File: src/rtl/mod_updown_counter_pkg.sv
// Shared constants and step-kind encoding for the up/down counter family.
// Latency: none (declarations only).
// Backpressure: none (declarations only).
//
// Contents:
//   CNT_UP / CNT_DOWN  - values for the up_dn control input
//   CNT_WRAP / CNT_SAT - values for the sat control input
//   act_t              - what the counter does on the next edge
package mod_updown_counter_pkg;

  localparam logic CNT_UP   = 1'b1;
  localparam logic CNT_DOWN = 1'b0;
  localparam logic CNT_WRAP = 1'b0;
  localparam logic CNT_SAT  = 1'b1;

  // ACT_WRAP and ACT_BLOCK are the two events that set the sticky overflow flag.
  typedef enum logic [2:0] {
    ACT_HOLD,
    ACT_LOAD,
    ACT_STEP,
    ACT_WRAP,
    ACT_BLOCK
  } act_t;

endpackage

File: src/rtl/mod_updown_counter_tff_sync.sv
// T flip-flop with synchronous active-high reset; one per counter bit.
// Latency: q toggles one clk edge after t is sampled high.
// Backpressure: none; t is sampled on every edge.
//
// Ports:
//   clk   in  1  clock
//   reset in  1  synchronous active-high reset, forces q to 0
//   t     in  1  toggle request
//   q     out 1  registered state
module tff_sync (
  input  logic clk,
  input  logic reset,
  input  logic t,
  output logic q
);

  always_ff @(posedge clk) begin
    if (reset) begin
      q <= 1'b0;
    end else if (t) begin
      q <= ~q;
    end
  end

endmodule

File: src/rtl/mod_updown_counter.sv
// Modulo-N up/down counter with load, wrap/saturate mode, cascade tc, sticky ovf.
// Latency: q/wrap/ovf update one clk edge after inputs are sampled; tc is same-cycle.
// Backpressure: none; chain stages by driving the next stage's en from this tc.
//
// Ports:
//   clk, reset          clock and synchronous active-high reset
//   en, up_dn, sat      count enable, direction (1=up), saturate mode (1=saturate)
//   load, load_val      parallel load (wins over en); values >= MODULUS clamp to MODULUS-1
//   clr_ovf             clear the sticky overflow flag (a coincident set event wins)
//   q                   registered count, always in 0..MODULUS-1
//   tc                  en & (up_dn ? q==MODULUS-1 : q==0), independent of sat
//   wrap                one-cycle pulse after a wrap edge
//   ovf                 sticky: a wrap or blocked saturating step has occurred
module mod_updown_counter
  import mod_updown_counter_pkg::*;
#(
  parameter int WIDTH   = 4,
  parameter int MODULUS = 2 ** WIDTH
) (
  input  logic             clk,
  input  logic             reset,
  input  logic             en,
  input  logic             up_dn,
  input  logic             sat,
  input  logic             load,
  input  logic [WIDTH-1:0] load_val,
  input  logic             clr_ovf,
  output logic [WIDTH-1:0] q,
  output logic             tc,
  output logic             wrap,
  output logic             ovf
);

  // MODULUS may equal 2**WIDTH, so the range bound needs one extra bit.
  localparam logic [WIDTH:0]   MOD_EXT = (WIDTH + 1)'(MODULUS);
  localparam logic [WIDTH-1:0] QMAX    = WIDTH'(MODULUS - 1);

  logic [WIDTH:0]   inc_ext;
  logic [WIDTH:0]   lv_ext;
  logic             at_max;
  logic             at_min;
  logic [WIDTH-1:0] q_next;
  logic [WIDTH-1:0] t_vec;
  act_t             act;

  assign inc_ext = {1'b0, q} + (WIDTH + 1)'(1);
  assign lv_ext  = {1'b0, load_val};
  assign at_max  = (inc_ext == MOD_EXT);
  assign at_min  = (q == '0);

  assign tc = en & ((up_dn == CNT_UP) ? at_max : at_min);

  // Reset is not handled here: the bit flops reset themselves, which gives
  // reset priority over any load or count step computed below.
  always_comb begin
    act    = ACT_HOLD;
    q_next = q;
    if (load) begin
      act    = ACT_LOAD;
      q_next = (lv_ext >= MOD_EXT) ? QMAX : load_val;
    end else if (en) begin
      if (up_dn == CNT_UP) begin
        if (!at_max) begin
          act    = ACT_STEP;
          q_next = inc_ext[WIDTH-1:0];
        end else if (sat == CNT_SAT) begin
          act = ACT_BLOCK;
        end else begin
          act    = ACT_WRAP;
          q_next = '0;
        end
      end else begin
        if (!at_min) begin
          act    = ACT_STEP;
          q_next = q - WIDTH'(1);
        end else if (sat == CNT_SAT) begin
          act = ACT_BLOCK;
        end else begin
          act    = ACT_WRAP;
          q_next = QMAX;
        end
      end
    end
  end

  // Each bit toggles exactly when its next value differs from its current one.
  assign t_vec = q ^ q_next;

  for (genvar i = 0; i < WIDTH; i++) begin : g_bit
    tff_sync u_tff (
      .clk   (clk),
      .reset (reset),
      .t     (t_vec[i]),
      .q     (q[i])
    );
  end

  always_ff @(posedge clk) begin
    if (reset) begin
      wrap <= 1'b0;
      ovf  <= 1'b0;
    end else begin
      wrap <= (act == ACT_WRAP);
      // Set beats clear when both happen on the same edge.
      ovf  <= (act == ACT_WRAP) | (act == ACT_BLOCK) | (ovf & ~clr_ovf);
    end
  end

endmodule
File: config.mk
export PLATFORM = sky130hd
export DESIGN_NAME = mod_updown_counter
export DESIGN_NICKNAME = d
export VERILOG_FILES = /design/src/rtl/mod_updown_counter_pkg.sv /design/src/rtl/mod_updown_counter_tff_sync.sv /design/src/rtl/mod_updown_counter.sv
export SDC_FILE = /design/constraint.sdc
export NUM_CORES = 1
export LEC_CHECK = 0
export ABC_CLOCK_PERIOD_IN_PS = 5000
export CORE_MARGIN = 2
export CORE_UTILIZATION = 30
export DETAILED_ROUTE_END_ITERATION = 8
export GPL_TIMING_DRIVEN = 0
export HOLD_SLACK_MARGIN = 0.06
export PLACE_DENSITY = 0.61
export SLEW_MARGIN = 5
export SYNTH_ARGS = -nofsm -noshare
export SYNTH_HDL_FRONTEND = slang
export SYNTH_SLANG_ARGS = --single-unit
export TNS_END_PERCENT = 100
File: constraint.sdc
create_clock -name clk -period 5 [get_ports clk]
set_clock_uncertainty 0.05 [all_clocks]
set_input_delay 1 -clock clk [delete_from_list [all_inputs] [get_ports clk]]
set_output_delay 1 -clock clk [all_outputs]
set_load 0.01 [all_outputs]
==> reports/summary.txt <==
Result of the run: complete, no violations
Ordered list of cells on the worst path: buf_2 > nor4b_2 > a41o_1 > and2_1 > clkdlybuf4s50_1
Tot GR Track Use: 12.1%
Design internal power: 113 uW
Final hold violation count: 0
Cell area reported after detailed placement: 791 sq um
Delay of the slowest cell on the worst path: 0.53 ns
Switching part of the total power: 31.6%
Count of unresolved DRC violations after routing: 0
Placeable core region: 1920 sq um
Clock network fraction of design power: 27.4%
Pin count of the biggest net entering global routing: 11
Via density per instance: 5.11
Hpwl dp: 1.06 mm
Post-synthesis instance total: 72
Post-CTS Setup Inserts: 0
Design area: 813 sq um
Clock tree from TritonCTS: yes
Hold WS: 0.424 ns
VDD IR max: 0.102 mV
Mapped Area: 597 sq um
Number of cells on the critical path: 5
Final setup violating endpoints: 0
Number of max-cap violations: 0
Reg power frac: 34.2%
Critical path start-end classification: in2out
Boundary pin count: 18
Total CTS buffers: 3
Top cell family by delay on the critical path: buffers and inverters
Crit-path max FO: 10
Critical path endpoint category: output port
Worst slew pin tran: 0.436 ns
Post-synthesis sequential element count: 6
Share of cells above drive strength 1: 17.6%
Die H: 48.6 um
Count of final max-slew check failures: 0
Count of cell types in the netlist: 36
Iteration-0 DRC Markers: 6
Buffers & Inverters on Critical Path: 2
Die area: 2360 sq um
Switching component of the power: 52.4 uW
GP Congestion: 0.783
Fmax: 0.288 GHz
DIE WIDTH: 48.6 um
Worst Reg-to-Reg Cells: 6
Startpoint types: input port
Insertion delay to the later sink of the worst-skew pair: 0.24 ns
Congestion Overflow GR: 0
Met3 track demand over resource: 1.23%
Relative contribution of combinational cells to total power: 38.4%
Final period utilization: 69.4%
Number of levels the H-tree was split into: 1
Type of the worst min-delay path: reg2reg
Warnings from Yosys: 0
Ant. Diodes: 0
Cts-stage hold buffer count: 0
Growth of design area from synthesis to finish: 36.3%
Clock sink count: 6
Standard cell with the maximum stage delay on the critical path: clkdlybuf4s50_1
Hold Crit Depth: 2
Antenna Nets Post-Route: 0
Antenna violations before repair: 0
Via count of the first global-routing pass: 531
Starting density of the core: 31.1%
Fin crit period: 3.47 ns
Final layout net count: 108
Clk Tree Root Cell: clkbuf_4
Share of the yosys chip area belonging to registers: 20.1%
CTS clock-pin slew for the worst setup and hold paths: 0.05 ns
Number of resized instances in the post-cts repair step: 0
Setup tns final: 0 ns
First-pass DRT Iterations: 4
Worst Path Required: 3.95 ns
Finished Core Util: 42.3%
Relative slew slack: 70.9%
Average instance area after synthesis: 8.29 sq um
Arrival time reported for the critical path endpoint: 2.42 ns
Number of standard-cell rows in the floorplan: 16
CTS Buffer Depth: 2
RSZ-0062 raised after global routing: false
Final WL: 1.45 mm
P per Cell Area: 204 nW/um^2
Most Used Layer, Global Route: met1
M2 GR Usage: 17.4%
Number of nets in the synthesized netlist: 87
I/O Buffers: 16
Vias post-DR: 603
Global routing met1 resource utilization: 17.9%
Leakage power: 0.323 nW
First-pass GRT wire length: 2.33 mm
WL per Instance: 12.3 um
==> synth_stat cells, drive strengths merged <==
cell / n / area share (%)
nand4: 2 / 2.1
a2111oi: 1 / 2.5
nand3: 1 / 0.84
and4: 2 / 2.9
nor3b: 2 / 3.4
xnor2: 1 / 1.5
o21ai: 2 / 1.7
nor4b: 2 / 4.0
a31oi: 1 / 1.0
o41ai: 1 / 2.7
nor3: 4 / 3.4
a41o: 1 / 1.7
a311oi: 1 / 1.5
o21bai: 1 / 1.9
xor2: 1 / 1.5
a21oi: 10 / 8.4
nor2b: 1 / 1.0
o211ai: 1 / 1.3
nand2b: 1 / 1.0
o221ai: 1 / 1.5
o311a: 1 / 1.7
nand3b: 2 / 2.5
mux2i: 1 / 1.7
nand2: 2 / 1.3
and2: 1 / 1.0
buf: 8 / 10
inv: 7 / 4.4
a221oi: 1 / 1.5
dfxtp: 6 / 20
nor2: 2 / 1.3
ha: 4 / 8.4
==> worst paths after layout <==
kind,startpoint,end,slack [ns]
worst max-delay path,up_dn,tc,1.53
worst min-delay path,ovf,ovf,0.42
worst max register to register,g_bit[1].u_tff.q,g_bit[3].u_tff.q,3.08
worst min register to register,ovf,ovf,0.42
==> through the flow <==
stage	total power, mW	setup WS [ns]	instances
3_5_place_dp	0.121	1.55	115
2_1_floorplan	0.0971	2.17	72
4_1_cts	0.168	1.54	118
3_3_place_gp	0.120	1.53	115
5_1_grt	0.175	1.43	118
6_report	0.166	1.53	118
==> worst register-to-register path: cells and delay by family (launching register included) <==
kind / cells / cell delay (ns)
compound gates: 4 / 0.84
fa+ha+maj: 1 / 0.24
buf+inv: 1 / 0.15
flops: 1 / 0.54
==> layer usage <==
metal	vias up	share of wire (%)
met5	-	0
met4	0	0
met3	0	5.6
met2	28	43
met1	269	51
li1	306	-
==> registers in the layout (all words and copies together) (netlist names) <==
name	cells
wrap	1
ovf	1
g_bit.u_tff.q	4
==> layout by cell type, fill, tap and decap left out, types with 2 or more instances in the layout <==
cell type / n
clkdlybuf4s50_1: 16
nand3b_1: 2
a21oi_1: 10
nand4_1: 2
and4_1: 2
nor2_1: 2
inv_1: 7
clkbuf_4: 3
nor3_1: 4
dfxtp_1: 6
buf_6: 2
ha_1: 4
nand2_1: 2
buf_2: 2
buf_4: 4
==> power groups by stage <==
stage	combinational, mW	clock, mW	sequential [mW]
floorplan	0.0408	0	0.0563
detailed placement	0.0633	0	0.0576
global placement	0.0628	0	0.0575
CTS	0.0636	0.0473	0.0567
finish	0.0637	0.0454	0.0567
global route	0.0693	0.0482	0.0573
==> cell families after synthesis <==
group | Yosys count | synth area share, %
flops | 6 | 20.1
xor+xnor | 2 | 2.94
buf+inv | 15 | 14.9
mux | 1 | 1.68
simple gates | 22 | 24.7
compound gates | 22 | 27.3
fa+ha+maj | 4 | 8.39
==> layout make-up <==
class / instances / area (sq um)
multi-input cells: 51 / 388
plain buffers: 8 / 62.6
clock buffers: 3 / 22.5
well taps: 27 / 33.8
repair buffers: 16 / 160
flip-flops and latches: 6 / 120
inverters: 7 / 26.3
fillers: 214 / 1110
(Power assumes the default switching activity.)
